<file path="src/rtl/reg_dump_pkg.sv">
// Shared types and constants for the register-file dump reader.
package reg_dump_pkg;

   typedef enum logic [2:0] {
      StIdle,
      StHdr,
      StLoad,
      StSend,
      StDone
   } state_e;

   localparam int unsigned DEF_DATA_W     = 32;
   localparam int unsigned BYTES_PER_WORD = DEF_DATA_W / 8;
   localparam logic [7:0]  HDR_BYTE       = 8'hA5;

   // Counter width that stays legal when a word is a single byte.
   function automatic int unsigned cnt_width(input int unsigned bytes);
      return (bytes > 1) ? $clog2(bytes) : 1;
   endfunction

endpackage

</file>
<file path="src/rtl/reg_dump_word_serializer.sv">
// Word serializer: snapshots one register word and emits it LSB byte first
// over a valid/ready handshake.
module reg_dump_word_serializer
   import reg_dump_pkg::*;
#(
   parameter int unsigned DATA_W = DEF_DATA_W
) (
   input  logic              clk,
   input  logic              rstn,
   input  logic              load,
   input  logic [DATA_W-1:0] load_data,
   input  logic              active,
   input  logic              ready,
   output logic              valid,
   output logic [7:0]        data,
   output logic              last_byte,
   output logic              fire
);

   localparam int unsigned Bytes = DATA_W / 8;
   localparam int unsigned CntW  = cnt_width(Bytes);

   logic [DATA_W-1:0] shreg_q;
   logic [CntW-1:0]   byte_cnt_q;

   assign valid     = active;
   assign fire      = active & ready;
   assign data      = active ? shreg_q[7:0] : 8'h00;
   assign last_byte = (byte_cnt_q == CntW'(Bytes - 1));

   always_ff @(posedge clk or negedge rstn) begin
      if (!rstn) begin
         shreg_q    <= '0;
         byte_cnt_q <= '0;
      end else if (load) begin
         shreg_q    <= load_data;
         byte_cnt_q <= '0;
      end else if (fire) begin
         shreg_q    <= shreg_q >> 8;
         byte_cnt_q <= byte_cnt_q + CntW'(1);
      end
   end

endmodule

</file>
<file path="src/rtl/reg_dump.sv">
// Register-file dump reader: walks FIRST_REG..LAST_REG and streams each word
// little-endian as bytes. Define REG_DUMP_HEADER_EN to prefix the stream with 0xA5.
module reg_dump
   import reg_dump_pkg::*;
#(
   parameter int unsigned FIRST_REG = 0,
   parameter int unsigned LAST_REG  = 31,
   parameter int unsigned ADDR_W    = 5,
   parameter int unsigned DATA_W    = DEF_DATA_W
) (
   input  logic              clk,
   input  logic              rstn,
   input  logic              start,
   output logic              busy,
   output logic              done,
   output logic [ADDR_W-1:0] rf_addr,
   input  logic [DATA_W-1:0] rf_data,
   output logic [7:0]        tx_data,
   output logic              tx_valid,
   input  logic              tx_ready
);

   state_e     state_q;
   logic       ser_load;
   logic       ser_active;
   logic       ser_valid;
   logic       ser_last;
   logic       ser_fire;
   logic [7:0] ser_data;

   assign ser_load   = (state_q == StLoad);
   assign ser_active = (state_q == StSend);

   reg_dump_word_serializer #(
      .DATA_W (DATA_W)
   ) u_ser (
      .clk       (clk),
      .rstn      (rstn),
      .load      (ser_load),
      .load_data (rf_data),
      .active    (ser_active),
      .ready     (tx_ready),
      .valid     (ser_valid),
      .data      (ser_data),
      .last_byte (ser_last),
      .fire      (ser_fire)
   );

`ifdef REG_DUMP_HEADER_EN
   logic hdr_active;
   logic hdr_fire;

   assign hdr_active = (state_q == StHdr);
   assign hdr_fire   = hdr_active & tx_ready;
   assign tx_valid   = ser_valid | hdr_active;
   assign tx_data    = hdr_active ? HDR_BYTE : ser_data;
`else
   assign tx_valid   = ser_valid;
   assign tx_data    = ser_data;
`endif

   // tx_valid decodes straight from state so reset drops it asynchronously.
   always_ff @(posedge clk or negedge rstn) begin
      if (!rstn) begin
         state_q <= StIdle;
         rf_addr <= ADDR_W'(FIRST_REG);
         busy    <= 1'b0;
         done    <= 1'b0;
      end else begin
         case (state_q)
            StIdle: begin
               if (start) begin
                  busy    <= 1'b1;
                  rf_addr <= ADDR_W'(FIRST_REG);
`ifdef REG_DUMP_HEADER_EN
                  state_q <= StHdr;
`else
                  state_q <= StLoad;
`endif
               end
            end
`ifdef REG_DUMP_HEADER_EN
            StHdr: begin
               if (hdr_fire) state_q <= StLoad;
            end
`endif
            StLoad: begin
               state_q <= StSend;
            end
            StSend: begin
               if (ser_fire && ser_last) begin
                  if (rf_addr == ADDR_W'(LAST_REG)) begin
                     state_q <= StDone;
                     done    <= 1'b1;
                  end else begin
                     rf_addr <= rf_addr + ADDR_W'(1);
                     state_q <= StLoad;
                  end
               end
            end
            StDone: begin
               done    <= 1'b0;
               busy    <= 1'b0;
               state_q <= StIdle;
            end
            default: begin
               state_q <= StIdle;
            end
         endcase
      end
   end

endmodule

</file>
<file path="config.mk">
export PLATFORM = sky130hd
export DESIGN_NAME = reg_dump
export DESIGN_NICKNAME = d
export VERILOG_FILES = /design/src/rtl/reg_dump_pkg.sv /design/src/rtl/reg_dump_word_serializer.sv /design/src/rtl/reg_dump.sv
export SDC_FILE = /design/constraint.sdc
export NUM_CORES = 1
export LEC_CHECK = 0
export CORE_MARGIN = 8
export CORE_UTILIZATION = 50
export CTS_BUF_LIST = sky130_fd_sc_hd__clkbuf_4
export DETAILED_ROUTE_END_ITERATION = 6
export GPL_TIMING_DRIVEN = 0
export PLACE_DENSITY = 0.91
export SLEW_MARGIN = 20
export SYNTH_ARGS = -nofsm -noshare
export SYNTH_HDL_FRONTEND = slang
export SYNTH_SLANG_ARGS = --single-unit
export TNS_END_PERCENT = 30
</file>
<file path="constraint.sdc">
create_clock -name clk -period 1.94 [get_ports clk]
set_input_delay 0.291 -clock clk [delete_from_list [all_inputs] [get_ports clk]]
set_output_delay 0.291 -clock clk [all_outputs]
set_load 0.01 [all_outputs]
</file>
==> results.json <==
{
  "portBuffers": 51,
  "n_antenna_cell": 0,
  "cpPeakStageDelay_ns": 0.43,
  "slew_headroom": 0.617,
  "ff_latch_area_mm2": 0.00110,
  "ir_drop_mv": 0.776,
  "clock_skew_ns": 0.0144,
  "avgSynthCellArea_um2": 11.9,
  "critPathCaptureType": "flip-flop",
  "layout-drive-gt1-share": 0.206,
  "r2r_end": "u_ser.shreg_q[20]",
  "path_class": "flip-flop to flip-flop",
  "yosysUniqueCellTypes": 31,
  "layout_common_cells": "dfrtp_1, clkdlybuf4s50_1, mux2_1",
  "clk_pin_slew_ns": 0.14,
  "finalSetupViolations": 0,
  "p_int_uw": 2410,
  "hold_viol_final": 0,
  "synth_fp_nets": 223,
  "r2r_slack_ns": 0.07,
  "hp-class": "input port to asynchronous set/reset pin",
  "cts_tree": "done",
  "drt_iter0_drc": 128,
  "nets": 285,
  "maxSlewViolCount": 0,
  "syn_inst": 184,
  "cp_cell_sequence": "buf_4 > nor3b_4 > buf_4 > mux2_1 > mux2_1",
  "die_area_mm2": 0.00673,
  "p_seq_frac": 0.406,
  "grtUsageMet3": 0.0339,
  "pwr-share-comb": 0.472,
  "switchingPower_uw": 1290,
  "area_growth_pct": 30.7,
  "clock_power_share": 0.121,
  "grt.total_usage": 0.159,
  "cp.arrival_ns": 2.12,
  "wl_um": 4880,
  "grt_pass1_wl_um": 8320,
  "met2_usage": 0.282,
  "cts.path.max_buffers": 2,
  "htreeDepth": 2,
  "clockRootBuffer": "clkbuf_4",
  "synth_ff_type": "dfrtp_1",
  "dpl.hpwl_um": 3620,
  "grt_setup_unrepaired": "yes",
  "final_common_cell": "dfrtp_1",
  "switching_share": 0.349,
  "max_freq_mhz": 535,
  "firstDrtPassIters": 4,
  "top_usage_layer": "met2",
  "r2r-start": "state_q[0]",
  "grt_pass1_vias": 1772,
  "synth-seq-cells": 44,
  "via_count": 1577,
  "gr-usage-met1": 0.184,
  "num_rows": 24,
  "overflow": 0,
  "cp_slowest_cell": "dfrtp_2",
  "drc": 0,
  "fillers": 346,
  "fin_crit_ns": 1.87,
  "ys_seq_area_frac": 0.505,
  "power_uw": 3700,
  "initial_core_util": 0.511,
  "gp_congestion": 0.794,
  "fin_crit_sh": 0.964,
  "rr_worst_depth": 5,
  "cp_max_fo": 10,
  "wl_per_cell_um": 16.3,
  "power_leakage_uw": 0.00131,
  "maxCapViolCount": 0,
  "ant_nets": 0,
  "syn-cell-area_mm2": 0.00218,
  "grt_max_degree": 24,
  "multiInputGateArea_um2": 992,
  "power.density_mw_per_mm2": 1300,
  "setup.worst_path.start_class": "flip-flop",
  "die_h_um": 82.0,
  "antenna_found_initial": 0,
  "worstMarginPinSlew_ns": 0.574,
  "fp.coreArea_mm2": 0.00426,
  "cp.required_ns": 2.19,
  "cts.sinks": 44,
  "ios": 52,
  "cts_inserted_buffers": 5,
  "yosysWarnings": 0,
  "async_reset_ff_frac": 1.00,
  "insertion_delay_ns": 0.37,
  "synth-edff-count": 0,
  "outcome": "completed",
  "fin_setup_tns_ns": 0,
  "die_w_um": 82.0,
  "via_per_inst": 5.27
}
-- worst max path at each step --
stage | cells after the start | end | from
global route | 6 | rf_addr[4] | rf_addr[0]
global placement | 1 | done | rstn
finish | 5 | u_ser.shreg_q[20] | state_q[0]
CTS | 5 | tx_data[1] | state_q[2]
floorplan | 6 | rf_addr[1] | rf_addr[0]
detailed placement | 6 | tx_data[0] | state_q[2]
-- registers in the layout (all words and copies together), names as in the netlist --
| name | flops |
|---|---|
| u_ser.shreg_q | 32 |
| u_ser.byte_cnt_q | 2 |
| state_q | 3 |
| busy | 1 |
| done | 1 |
| rf_addr | 5 |
-- metal layers --
layer	part of all wire	wire, um
met1	0.41	2020
met2	0.53	2600
met5	0	0
met3	0.039	189
met4	0.014	67
-- per-stage QoR --
step | area [um2] | setup slack [ns] | utilization | std cells | hold WS (ns)
after floorplan | 2180 | 0.199 | - | 184 | -0.00459
after global placement | 2760 | -0.592 | 0.646 | 287 | 0.459
after detailed placement | 2780 | -0.265 | 0.652 | 288 | 0.321
after CTS | 2870 | 0.00503 | 0.673 | 299 | 0.439
after global routing | 2850 | -0.0191 | 0.668 | 299 | 0.433
final | 2850 | 0.0706 | 0.668 | 299 | 0.435
-- worst max-delay path: cells and delay by family, from the launching register on --
kind	cells	cell delay (ns)
AND/OR/NAND/NOR	1	0.28
multiplexers	2	0.63
buffers and inverters	2	0.42
flip-flops	1	0.43
-- power groups by stage --
stage / clock (uW) / sequential [uW] / combinational [uW]
after global placement: 0 / 1500 / 1740
after floorplan: 0 / 1490 / 1130
final: 449 / 1500 / 1750
after CTS: 458 / 1500 / 1790
after global routing: 497 / 1560 / 1920
after detailed placement: 0 / 1520 / 1800
-- kinds of logic after synthesis --
group | count (synthesis) | synth area share
buf+inv | 18 | 0.0407
flops | 44 | 0.505
compound gates | 23 | 0.0677
mux | 50 | 0.257
fa+ha+maj | 3 | 0.0172
simple gates | 46 | 0.112
-- cells in the mapped netlist (2+ instances only) --
master | number | share of area
a21oi_1 | 3 | 0.0069
nand2_1 | 21 | 0.036
buf_2 | 5 | 0.011
a31oi_1 | 4 | 0.011
dfrtp_1 | 44 | 0.50
nor2_1 | 3 | 0.0052
and2_1 | 9 | 0.026
o21ai_1 | 10 | 0.023
nand3_1 | 2 | 0.0046
and3b_1 | 2 | 0.0080
buf_4 | 3 | 0.010
mux2_1 | 30 | 0.15
mux2_2 | 18 | 0.093
and3_1 | 2 | 0.0057
inv_1 | 6 | 0.010
ha_1 | 3 | 0.017
nand2b_1 | 3 | 0.0086
mux2i_1 | 2 | 0.0092
clkbuf_1 | 2 | 0.0034
-- final cells by class --
class                      instances  area share
sequential                        44       0.387
buffer                             9      0.0237
timing repair buffer              57       0.189
tap                               52      0.0228
multi-input combinational        122       0.348
clock buffer                       5      0.0132
clock inverter                     3     0.00658
inverter                           7     0.00922
-- timing repair --
item                                   CTS  global route
resized for setup                       23             8
hold buffers                             1             0
setup buffers                            4             0
cloned                                   0             0
endpoints found under the hold margin   21             0
setup endpoints to repair                9            12
Note: power is estimated with default switching activity, not from simulation.
